`config.mk`:
```
export PLATFORM = sky130hd
export DESIGN_NAME = perimeter_n
export DESIGN_NICKNAME = d
export VERILOG_FILES = /design/src/rtl/perimeter_n.sv
export SDC_FILE = /design/constraint.sdc
export NUM_CORES = 1
export LEC_CHECK = 0
export BUFFER_PORTS_ARGS = -buffer_cell sky130_fd_sc_hd__buf_2
export CAP_MARGIN = 40
export CORE_ASPECT_RATIO = 0.75
export CORE_UTILIZATION = 60
export DETAILED_ROUTE_END_ITERATION = 10
export GPL_TIMING_DRIVEN = 0
export PLACE_DENSITY = 0.95
export SLEW_MARGIN = 20
export SYNTH_ARGS = -nofsm -noshare
export SYNTH_HDL_FRONTEND = slang
export SYNTH_SLANG_ARGS = --single-unit
```
`constraint.sdc`:
```
create_clock -name clock -period 4.6 [get_ports clock]
set_clock_uncertainty 0.2 [all_clocks]
set_input_delay 0.46 -clock clock [delete_from_list [all_inputs] [get_ports clock]]
set_output_delay 0.46 -clock clock [all_outputs]
set_load 0.005 [all_outputs]
```
`src/rtl/perimeter_n.sv`:
```
// N-channel perimeter accumulator: collects one side per producer over dav_/rfd
// handshakes, sums them on a single adder, and hands the result to one consumer.
module perimeter_n #(
    parameter int N      = 4,
    parameter int W      = 8,
    parameter int DOUBLE = 0,
    localparam int OW    = W + $clog2(N) + DOUBLE
) (
    input  logic            clock,
    input  logic            reset,
    input  logic [N*W-1:0]  data_in,
    input  logic [N-1:0]    dav_in_,
    output logic [N-1:0]    rfd_in,
    input  logic [N-1:0]    chan_en,
    output logic [OW-1:0]   data_out,
    output logic            dav_out_,
    input  logic            rfd_out
);

    localparam int AW = W + $clog2(N);
    localparam int KW = $clog2(N);

    typedef enum logic [2:0] {S_START, S_COLLECT, S_SUM, S_OUT_WAIT, S_OUT_ACK} state_t;
    typedef enum logic [1:0] {CH_IDLE, CH_HELD, CH_DONE} ch_t;

    state_t          state_q, state_d;
    ch_t             ch_q [N];
    ch_t             ch_d [N];
    logic [W-1:0]    side_q [N];
    logic [W-1:0]    side_d [N];
    logic [N-1:0]    en_q, en_d;
    logic [N-1:0]    rfd_q, rfd_d;
    logic [AW-1:0]   acc_q, acc_d;
    logic [KW-1:0]   k_q, k_d;
    logic [OW-1:0]   result_q, result_d;
    logic [OW-1:0]   data_out_q, data_out_d;
    logic            dav_out_q, dav_out_d;
    logic            all_done;
    logic [AW-1:0]   sum;

    // NOTE: every variable gets its default before the case so no path leaves
    // one unassigned; a missed branch would otherwise infer a latch.
    always_comb begin
        state_d    = state_q;
        ch_d       = ch_q;
        side_d     = side_q;
        en_d       = en_q;
        rfd_d      = rfd_q;
        acc_d      = acc_q;
        k_d        = k_q;
        result_d   = result_q;
        data_out_d = data_out_q;
        dav_out_d  = dav_out_q;
        sum        = acc_q + (en_q[k_q] ? AW'(side_q[k_q]) : '0);

        all_done = 1'b1;
        for (int i = 0; i < N; i++) begin
            if (ch_q[i] != CH_DONE) all_done = 1'b0;
        end

        case (state_q)
            S_START: begin
                en_d  = chan_en;
                rfd_d = chan_en;
                // Disabled channels are born finished so they never gate the round.
                for (int i = 0; i < N; i++) begin
                    ch_d[i] = chan_en[i] ? CH_IDLE : CH_DONE;
                end
                state_d = S_COLLECT;
            end
            S_COLLECT: begin
                for (int i = 0; i < N; i++) begin
                    case (ch_q[i])
                        CH_IDLE: if (!dav_in_[i]) begin
                            side_d[i] = data_in[i*W +: W];
                            rfd_d[i]  = 1'b0;
                            ch_d[i]   = CH_HELD;
                        end
                        CH_HELD: if (dav_in_[i]) ch_d[i] = CH_DONE;
                        default: ;
                    endcase
                end
                if (all_done) begin
                    acc_d   = '0;
                    k_d     = '0;
                    state_d = S_SUM;
                end
            end
            S_SUM: begin
                acc_d = sum;
                k_d   = k_q + KW'(1);
                // The final addend is folded in here rather than a cycle later.
                if (k_q == KW'(N - 1)) begin
                    result_d = OW'(sum) << DOUBLE;
                    state_d  = S_OUT_WAIT;
                end
            end
            S_OUT_WAIT: if (rfd_out) begin
                data_out_d = result_q;
                dav_out_d  = 1'b0;
                state_d    = S_OUT_ACK;
            end
            S_OUT_ACK: if (!rfd_out) begin
                dav_out_d = 1'b1;
                state_d   = S_START;
            end
            default: state_d = S_START;
        endcase
    end

    // NOTE: sequential state uses non-blocking assignments so every register
    // samples pre-edge values regardless of statement order.
    always_ff @(posedge clock) begin
        if (reset) begin
            state_q    <= S_START;
            en_q       <= '0;
            rfd_q      <= '0;
            acc_q      <= '0;
            k_q        <= '0;
            result_q   <= '0;
            data_out_q <= '0;
            dav_out_q  <= 1'b1;
            for (int i = 0; i < N; i++) ch_q[i] <= CH_IDLE;
        end else begin
            state_q    <= state_d;
            ch_q       <= ch_d;
            en_q       <= en_d;
            rfd_q      <= rfd_d;
            acc_q      <= acc_d;
            k_q        <= k_d;
            result_q   <= result_d;
            data_out_q <= data_out_d;
            dav_out_q  <= dav_out_d;
        end
    end

    // NOTE: side storage is deliberately not reset; it is always written in
    // COLLECT before SUM reads it, and disabled entries are masked by en_q.
    always_ff @(posedge clock) begin
        side_q <= side_d;
    end

    assign rfd_in   = rfd_q;
    assign data_out = data_out_q;
    assign dav_out_ = dav_out_q;

endmodule

```
==> metrics.md, run 1 <==
| Metric | Value |
|---|---|
| Global-route congestion overflow total | 0 |
| Proportion of register bits with asynchronous set or reset after synthesis | 0 |
| Remaining antenna violation count | 0 |
| CTS tree | built |
| DP Worst Slack | between 1 and 1.5 ns |
| Hold Violations, Final | 0 |
| # fillers | 398 |
| List of cells traversed by the critical path | buf_1, mux4_2, nor2b_1, ha_1, inv_1, fa_1, nand2b_1, a211oi_1, nor2_1, or3_1, a31oi_1 |
| Horizontal die dimension | 92.9 um |
| Count of flip-flops with a built-in enable after synthesis | 32 |
| Placer congestion estimate | roughly 0.91 |
| Setup repair after global routing missed its margin | false |
| Avg WL per Cell | 16.7 um |
| Number of top-level pins | 58 |
| Antenna violations before repair | 0 |
| Share of post-route cells with drive strength above 1 | 0.235 |
| Cell type group with the largest total delay on the critical path | simple AND/OR/NAND/NOR gates |
| WL met3 | ~700 um |
| Area growth from synthesis to layout | 17.7% |
| Cts repair resizes | 0 |
| Max Used Layer | met4 |
| Via density | 6.01 |
| Global Route Usage Sum | 0.287 |
| Commonest non-fill, non-tap cell in the layout | buf_2 |
| Longest Clk Path Bufs | 2 |
| Htree depth | 3 |
| WL met1 | 3470 um |
| Total setup buffers inserted after CTS | 0 |
| Clock insertion delay at the later pin of the skew report | roughly 0.37 ns |
| Clock sinks | between 80 and 90 |
| Proportion of total power due to net switching | 0.356 |
| Maximum fanout along the worst path | 10 |
| Number of synthesized register bits | 84 |
| Pin count of the biggest net entering global routing | 17 |
| Residual DRC | 0 |
| Net switching power | between 800 and 900 uW |
| Final Max Tran Viols | 0 |
| Detailed placement HPWL | 6150 um |
| Initial standard-cell utilization of the core | 0.631 |
| Pin slew with the least headroom to its limit | 0.664 ns |
| Critical path capture point type | register |
| Final net count | 487 |
| Core area | approximately 0.0059 mm^2 |
| Syn Area/Cell | between 10 and 15 um^2 |
| Clock-pin transition on the worst setup and hold timing paths | about 0.09 ns |
| Mapped Cells | 362 |
| Peak supply drop | about 340 uV |
| Number of different library cells in the post-synthesis netlist | 48 |
| Prevailing post-synth register cell | dfxtp_1 |
| Power Dens Cells | approximately 550 mW/mm^2 |
| Startpoint types | register |
| CP max stage delay | between 0.4 and 0.5 ns |
| Maximum clock rate | roughly 290 MHz |
| Combinational power share | 0.324 |
| Lkg Pwr | 0.00170 uW |
| Proportion of power drawn by the clock network | 0.253 |
| Run status | complete, no violations |
| Count of maximum capacitance violations | 0 |
| Crit Path Class | register to register |
| Buffer and inverter count on the worst path | 2 |
| Number of hold-repair buffers added at the cts stage | 0 |
| Number of vias after detailed routing | 3108 |
| Syn nets | 415 |
| Setup TNS | 0 ns |
| Fin crit period | 3.49 ns |
| Total wire length after detailed routing | between 8000 and 9000 um |
| Design Power | approximately 2400 uW |
| Vias in the first global route | between 3000 and 4000 |
| Ant diodes | 0 |
| Total Die Area | 0.00652 mm^2 |
| Number of I/O port buffers | 56 |
| Fraction of power consumed by sequential logic | 0.423 |
| Routed length on met2 | ~4200 um |
| Arrival time at the worst endpoint | around 3.6 ns |
| Endpoint required time on the critical path | around 4.7 ns |
| Root buffer selected by CTS | clkbuf_8 |
| Remaining max-slew budget at the tightest pin | 0.554 |
| Vertical die dimension | 70.2 um |
| CP max stage cell | buf_1 |
| Clock buffers created by TritonCTS | 9 |
| Finish-stage setup viols | 0 |
| Sequential fraction of the synthesis area | 0.539 |
| Post-synthesis instance area | ~0.0037 mm^2 |
| Highest-count cells in the layout ignoring fill and taps | buf_2 (65), nand2_1 (58), dfxtp_1 (52) |
| Yosys synthesis warning count | 0 |
| Design internal power | approximately 1500 uW |
| Worst setup slack after layout | ~1.1 ns |
| # rows | 24 |
| First-pass GRT wire length | 14100 um |
| First DRT Iteration DRCs | around 240 |
| Final clock period utilization by the worst path | 0.759 |
| HP Class | primary input to register |
| Drt pass-1 iters | 6 |
## flip-flops by register name, indices dropped and copies added, names as in the netlist
name and cells:
state_q 3, rfd_in 4, data_out 10, side_q 32, k_q 2, result_q 10
en_q 4, ch_q 8, dav_out_ 1, acc_q 10
## worst paths after layout
path / cells past startpoint / slack (ns) / endpoint / startpoint
worst min register to register: 2 / 0.25 / data_out[8] / result_q[8]
worst max-delay path: 11 / 1.11 / acc_q[8] / k_q[1]
worst min-delay path: 1 / 0.06 / side_q[22] / data_in[14]
worst max register to register: 11 / 1.11 / acc_q[8] / k_q[1]
## per-stage QoR
step | util | hold WS [ns] | std cells | instance area (um^2)
3_5_place_dp | 0.704 | 0.244 | 500 | 4140
4_1_cts | 0.742 | 0.0562 | 516 | 4370
5_1_grt | 0.743 | 0.0491 | 517 | 4370
6_report | 0.743 | 0.0587 | 517 | 4370
3_3_place_gp | 0.696 | 0.241 | 496 | 4090
2_1_floorplan | - | 0.232 | 362 | 3720
## synth_stat cells, drive strengths merged (3+ instances only)
cell / instances / area share
mux4: 7 / 0.042
a31oi: 3 / 0.0051
nor4: 6 / 0.010
nor3: 9 / 0.012
o31a: 4 / 0.0094
nand4: 3 / 0.0051
clkbuf: 12 / 0.012
ha: 9 / 0.030
inv: 4 / 0.0040
nand3: 6 / 0.0081
nand2: 58 / 0.059
a21o: 4 / 0.0081
a22oi: 9 / 0.018
dfxtp: 52 / 0.28
nor2b: 9 / 0.015
buf: 10 / 0.018
or2: 3 / 0.0051
a211oi: 5 / 0.010
o211a: 4 / 0.011
edfxtp: 32 / 0.26
o21ai: 12 / 0.016
or3: 4 / 0.0067
a21oi: 41 / 0.055
nor2: 25 / 0.025
## layer usage
metal	global-route usage	vias up
li1	-	1461
met4	0.115	0
met5	0	-
met1	0.349	1461
met3	0.0904	28
met2	0.475	158
## area by class of cell
class | count | area, um^2 | share of cell area
clock buffers | 9 | 124 | 0.0283
well taps | 78 | 97.6 | 0.0223
inverters | 4 | 15.0 | 0.00343
plain buffers | 22 | 111 | 0.0255
multi-input cells | 252 | 1610 | 0.369
repair buffers | 61 | 308 | 0.0704
flip-flops and latches | 84 | 2000 | 0.458
clock inverters | 7 | 103 | 0.0235
## logic make-up after synthesis
family          count (synthesis)  share of synthesized area
simple gates                  137                      0.178
compound gates                 91                      0.153
flops                          84                      0.539
buf+inv                        26                     0.0340
mux                            10                     0.0508
fa+ha+maj                      10                     0.0357
xor+xnor                        4                    0.00943
## power groups by stage
stage                     Combinational [uW]  Clock [uW]  Sequential [uW]
after floorplan                          539           0              995
after global placement                   693           0             1010
after detailed placement                 747           0             1020
after CTS                                760         601             1010
after global routing                     845         635             1020
final                                    773         603             1010
## worst reg2reg max path: stages (launching register included)
cell      delay, ns
dfxtp_1        0.44
buf_1          0.48
mux4_2         0.32
nor2b_1        0.18
ha_1           0.23
inv_1          0.07
fa_1           0.39
nand2b_1       0.20
a211oi_1       0.32
nor2_1         0.11
or3_1          0.36
a31oi_1        0.12
No activity file was read; power rests on OpenSTA's default activity.
==> run 2: changes to the inputs <==
--- a/config.mk
+++ b/config.mk
@@ -8,10 +8,10 @@
 export BUFFER_PORTS_ARGS = -buffer_cell sky130_fd_sc_hd__buf_2
 export CAP_MARGIN = 40
 export CORE_ASPECT_RATIO = 0.75
-export CORE_UTILIZATION = 60
+export CORE_UTILIZATION = 51
 export DETAILED_ROUTE_END_ITERATION = 10
 export GPL_TIMING_DRIVEN = 0
-export PLACE_DENSITY = 0.95
+export PLACE_DENSITY = 0.88
 export SLEW_MARGIN = 20
 export SYNTH_ARGS = -nofsm -noshare
 export SYNTH_HDL_FRONTEND = slang
==> constraint.sdc (replaced) <==
create_clock -name clock -period 3.1 [get_ports clock]
set_clock_uncertainty 0.2 [all_clocks]
set_input_delay 0.31 -clock clock [delete_from_list [all_inputs] [get_ports clock]]
set_output_delay 0.31 -clock clock [all_outputs]
set_load 0.005 [all_outputs]
==> run 2 against run 1 <==
Total power up 55%. Die area up 17%. Maximum frequency up 15%. Routed wire length up 27%. Via count up 11%. Combinational power up 68%. Final area up 10%. Highest routed layer unchanged.
==> metrics.md, run 2 (synthesized netlist as in run 1, its figures left out) <==
| Metric | Value |
|---|---|
| Critical path capture point type | register |
| CP max stage cell | mux4_2 |
| Crit Path Class | register to register |
| WL met1 | 4080 um (+18%) |
| Final Max Tran Viols | 0 (unchanged) |
| First-pass GRT wire length | 17000 um (+20%) |
| Remaining antenna violation count | 0 (unchanged) |
| Area growth from synthesis to layout | 29.6% |
| Number of flip-flops under the largest register name | 32 (unchanged) |
| Residual DRC | 0 (unchanged) |
| Hold Path Stages | 3 (+2) |
| Clock-pin transition on the worst setup and hold timing paths | 0.10 ns (about the same) |
| Final net count | 519 (+6.6%) |
| WL met3 | 968 um (+38%) |
| # rows | 26 (+8.3%) |
| Final Core Density | 0.695 (-0.0478) |
| Clock insertion delay at the later pin of the skew report | 0.38 ns (about the same) |
| Remaining max-slew budget at the tightest pin | 0.524 (-0.0299) |
| Final design area excluding fillers | 0.00482 mm^2 (+10%) |
| Routed length on met2 | 5270 um (+24%) |
| Htree depth | 3 (unchanged) |
| Clock buffers created by TritonCTS | 9 (unchanged) |
| Maximum fanout along the worst path | 10 (unchanged) |
| Clock sinks | 84 (unchanged) |
| Number of vias after detailed routing | 3446 (+11%) |
| Peak supply drop | 628 uV (+83%) |
| Area of placed instances | 0.00416 mm^2 (+0.54%) |
| Pin count of the biggest net entering global routing | 18 (+1) |
| Avg WL per Cell | 19.2 um (+15%) |
| Longest Clk Path Bufs | 2 (unchanged) |
| Global Route Usage Sum | 0.298 (+0.0107) |
| Number of I/O port buffers | 56 (unchanged) |
| Finish-stage setup viols | 0 (unchanged) |
| Setup repair after global routing missed its margin | true |
| Antenna violations before repair | 0 (unchanged) |
| CP max stage delay | 0.53 ns (+0.05 ns) |
| List of cells traversed by the critical path | buf_8, mux4_2, nor2b_2, ha_2, inv_1, fa_2, nand2b_4, a211oi_4, o21ai_1, or3b_1, a21oi_2 |
| Arrival time at the worst endpoint | 3.15 ns (-0.43 ns) |
| Commonest non-fill, non-tap cell in the layout | buf_2 |
| Share of post-route cells with drive strength above 1 | 0.255 (+0.0202) |
| Worst hold margin | 0.0888 ns (+0.0302 ns) |
| Total wire length after detailed routing | 10900 um (+27%) |
| Maximum clock rate | 329 MHz (+15%) |
| Initial standard-cell utilization of the core | 0.536 (-0.0951) |
| Global-route congestion overflow total | 0 (unchanged) |
| Total Die Area | 0.00764 mm^2 (+17%) |
| Pin slew with the least headroom to its limit | 0.709 ns (+0.0445 ns) |
| Number of top-level pins | 58 (unchanged) |
| Root buffer selected by CTS | clkbuf_8 |
| Highest-count cells in the layout ignoring fill and taps | buf_2 (64), nand2_1 (58), dfxtp_1 (50) |
| Startpoint types | register |
| Vertical die dimension | 75.9 um (+8.2%) |
| CTS tree | built |
| Vias in the first global route | 3415 (+12%) |
| Power Dens Cells | 767 mW/mm^2 (+41%) |
| Drt pass-1 iters | 6 (unchanged) |
| Endpoint required time on the critical path | 3.20 ns (-1.49 ns) |
| Hold Violations, Final | 0 (unchanged) |
| HP Class | primary input to register |
| Horizontal die dimension | 101 um (+8.3%) |
| Placer congestion estimate | 0.869 (-4.0%) |
| Design Power | 3690 uW (+55%) |
| Run status | complete, no violations |
| Fin crit period | 3.04 ns (-0.449 ns) |
| Lkg Pwr | 0.00184 uW (+8.5%) |
| Via density | 6.06 (+0.74%) |
| Count of maximum capacitance violations | 0 (unchanged) |
| First DRT Iteration DRCs | 323 (+36%) |
| Detailed placement HPWL | 6200 um (+0.83%) |
| Worst reg2reg setup slack | 0.06 ns (-1.05 ns) |
| Number of cells on the worst reg-to-reg path | 11 (unchanged) |
| Ant diodes | 0 (unchanged) |
| Register containing the most flip-flops in the final layout | side_q |
| Core area | 0.00693 mm^2 (+18%) |
| Final clock period utilization by the worst path | 0.982 (+0.223) |
| Max Used Layer | met4 |
-- run 2: changes by cell type in the layout (fill, tap and decap cells not counted), moves of 2 or more --
cell / previous run / this run
inv_6: 3 / 0
ha_2: 0 / 2
a211oi_1: 5 / 2
ha_1: 9 / 6
clkinvlp_4: 0 / 2
a211oi_4: 0 / 2
dfxtp_1: 52 / 50
o21ai_0: 12 / 8
o21ai_1: 0 / 2
inv_8: 1 / 3
dlygate4sd3_1: 0 / 32
-- run 2: path summary, 6_finish.rpt --
kind / start / end
hold / removal: chan_en[1] / rfd_in[1]
hold reg to reg: data_out[7] / data_out[7]
setup reg to reg: k_q[0] / result_q[6]
setup / recovery: k_q[0] / result_q[6]
-- run 2: metrics by stage --
stage / std cells / setup WS [ns] / TNS (ns)
floorplan: 362 / 0.0253 / 0
global placement: 516 / -0.371 / -2.31
detailed placement: 520 / -0.430 / -3.39
CTS: 568 / 0.00273 / 0
global route: 569 / -0.0224 / -0.0224
finish: 569 / 0.0565 / 0
-- run 2: cell type report --
cell class              count  area [um^2]
repair buffers             93          628
fillers                   463         2110
plain buffers              22          125
flip-flops and latches     84         2010
well taps                  98          123
clock inverters             7         95.1
clock buffers               9          124
multi-input cells         252         1700
inverters                   4         15.0
-- run 2: where the power goes --
part / internal, uW / switching, uW
sequential: 1360 / 166
clock: 396 / 475
combinational: 516 / 780
-- run 2: repair_timing --
item | in CTS | in global routing
buffers inserted | 0 | 1
cloned | 0 | 0
setup endpoints to repair | 12 | 8
resized for setup | 14 | 16
hold endpoints to repair | 32 | 0
hold buffers | 32 | 0
pin swaps | 0 | 1
-- run 2: routing by layer --
metal,GRT usage,up-vias
met4,0.161,0
met1,0.345,1609
li1,-,1531
met2,0.491,240
met5,0,-
met3,0.0913,66
-- run 2: critical path, delay by kind of cell, from the launching register on --
kind / cells / cell delay (ns)
AOI/OAI and AO/OA: 3 / 0.40
adders and majority gates: 2 / 0.42
buffers and inverters: 2 / 0.24
DFF: 1 / 0.41
muxes: 1 / 0.53
and+or+nand+nor: 3 / 0.76
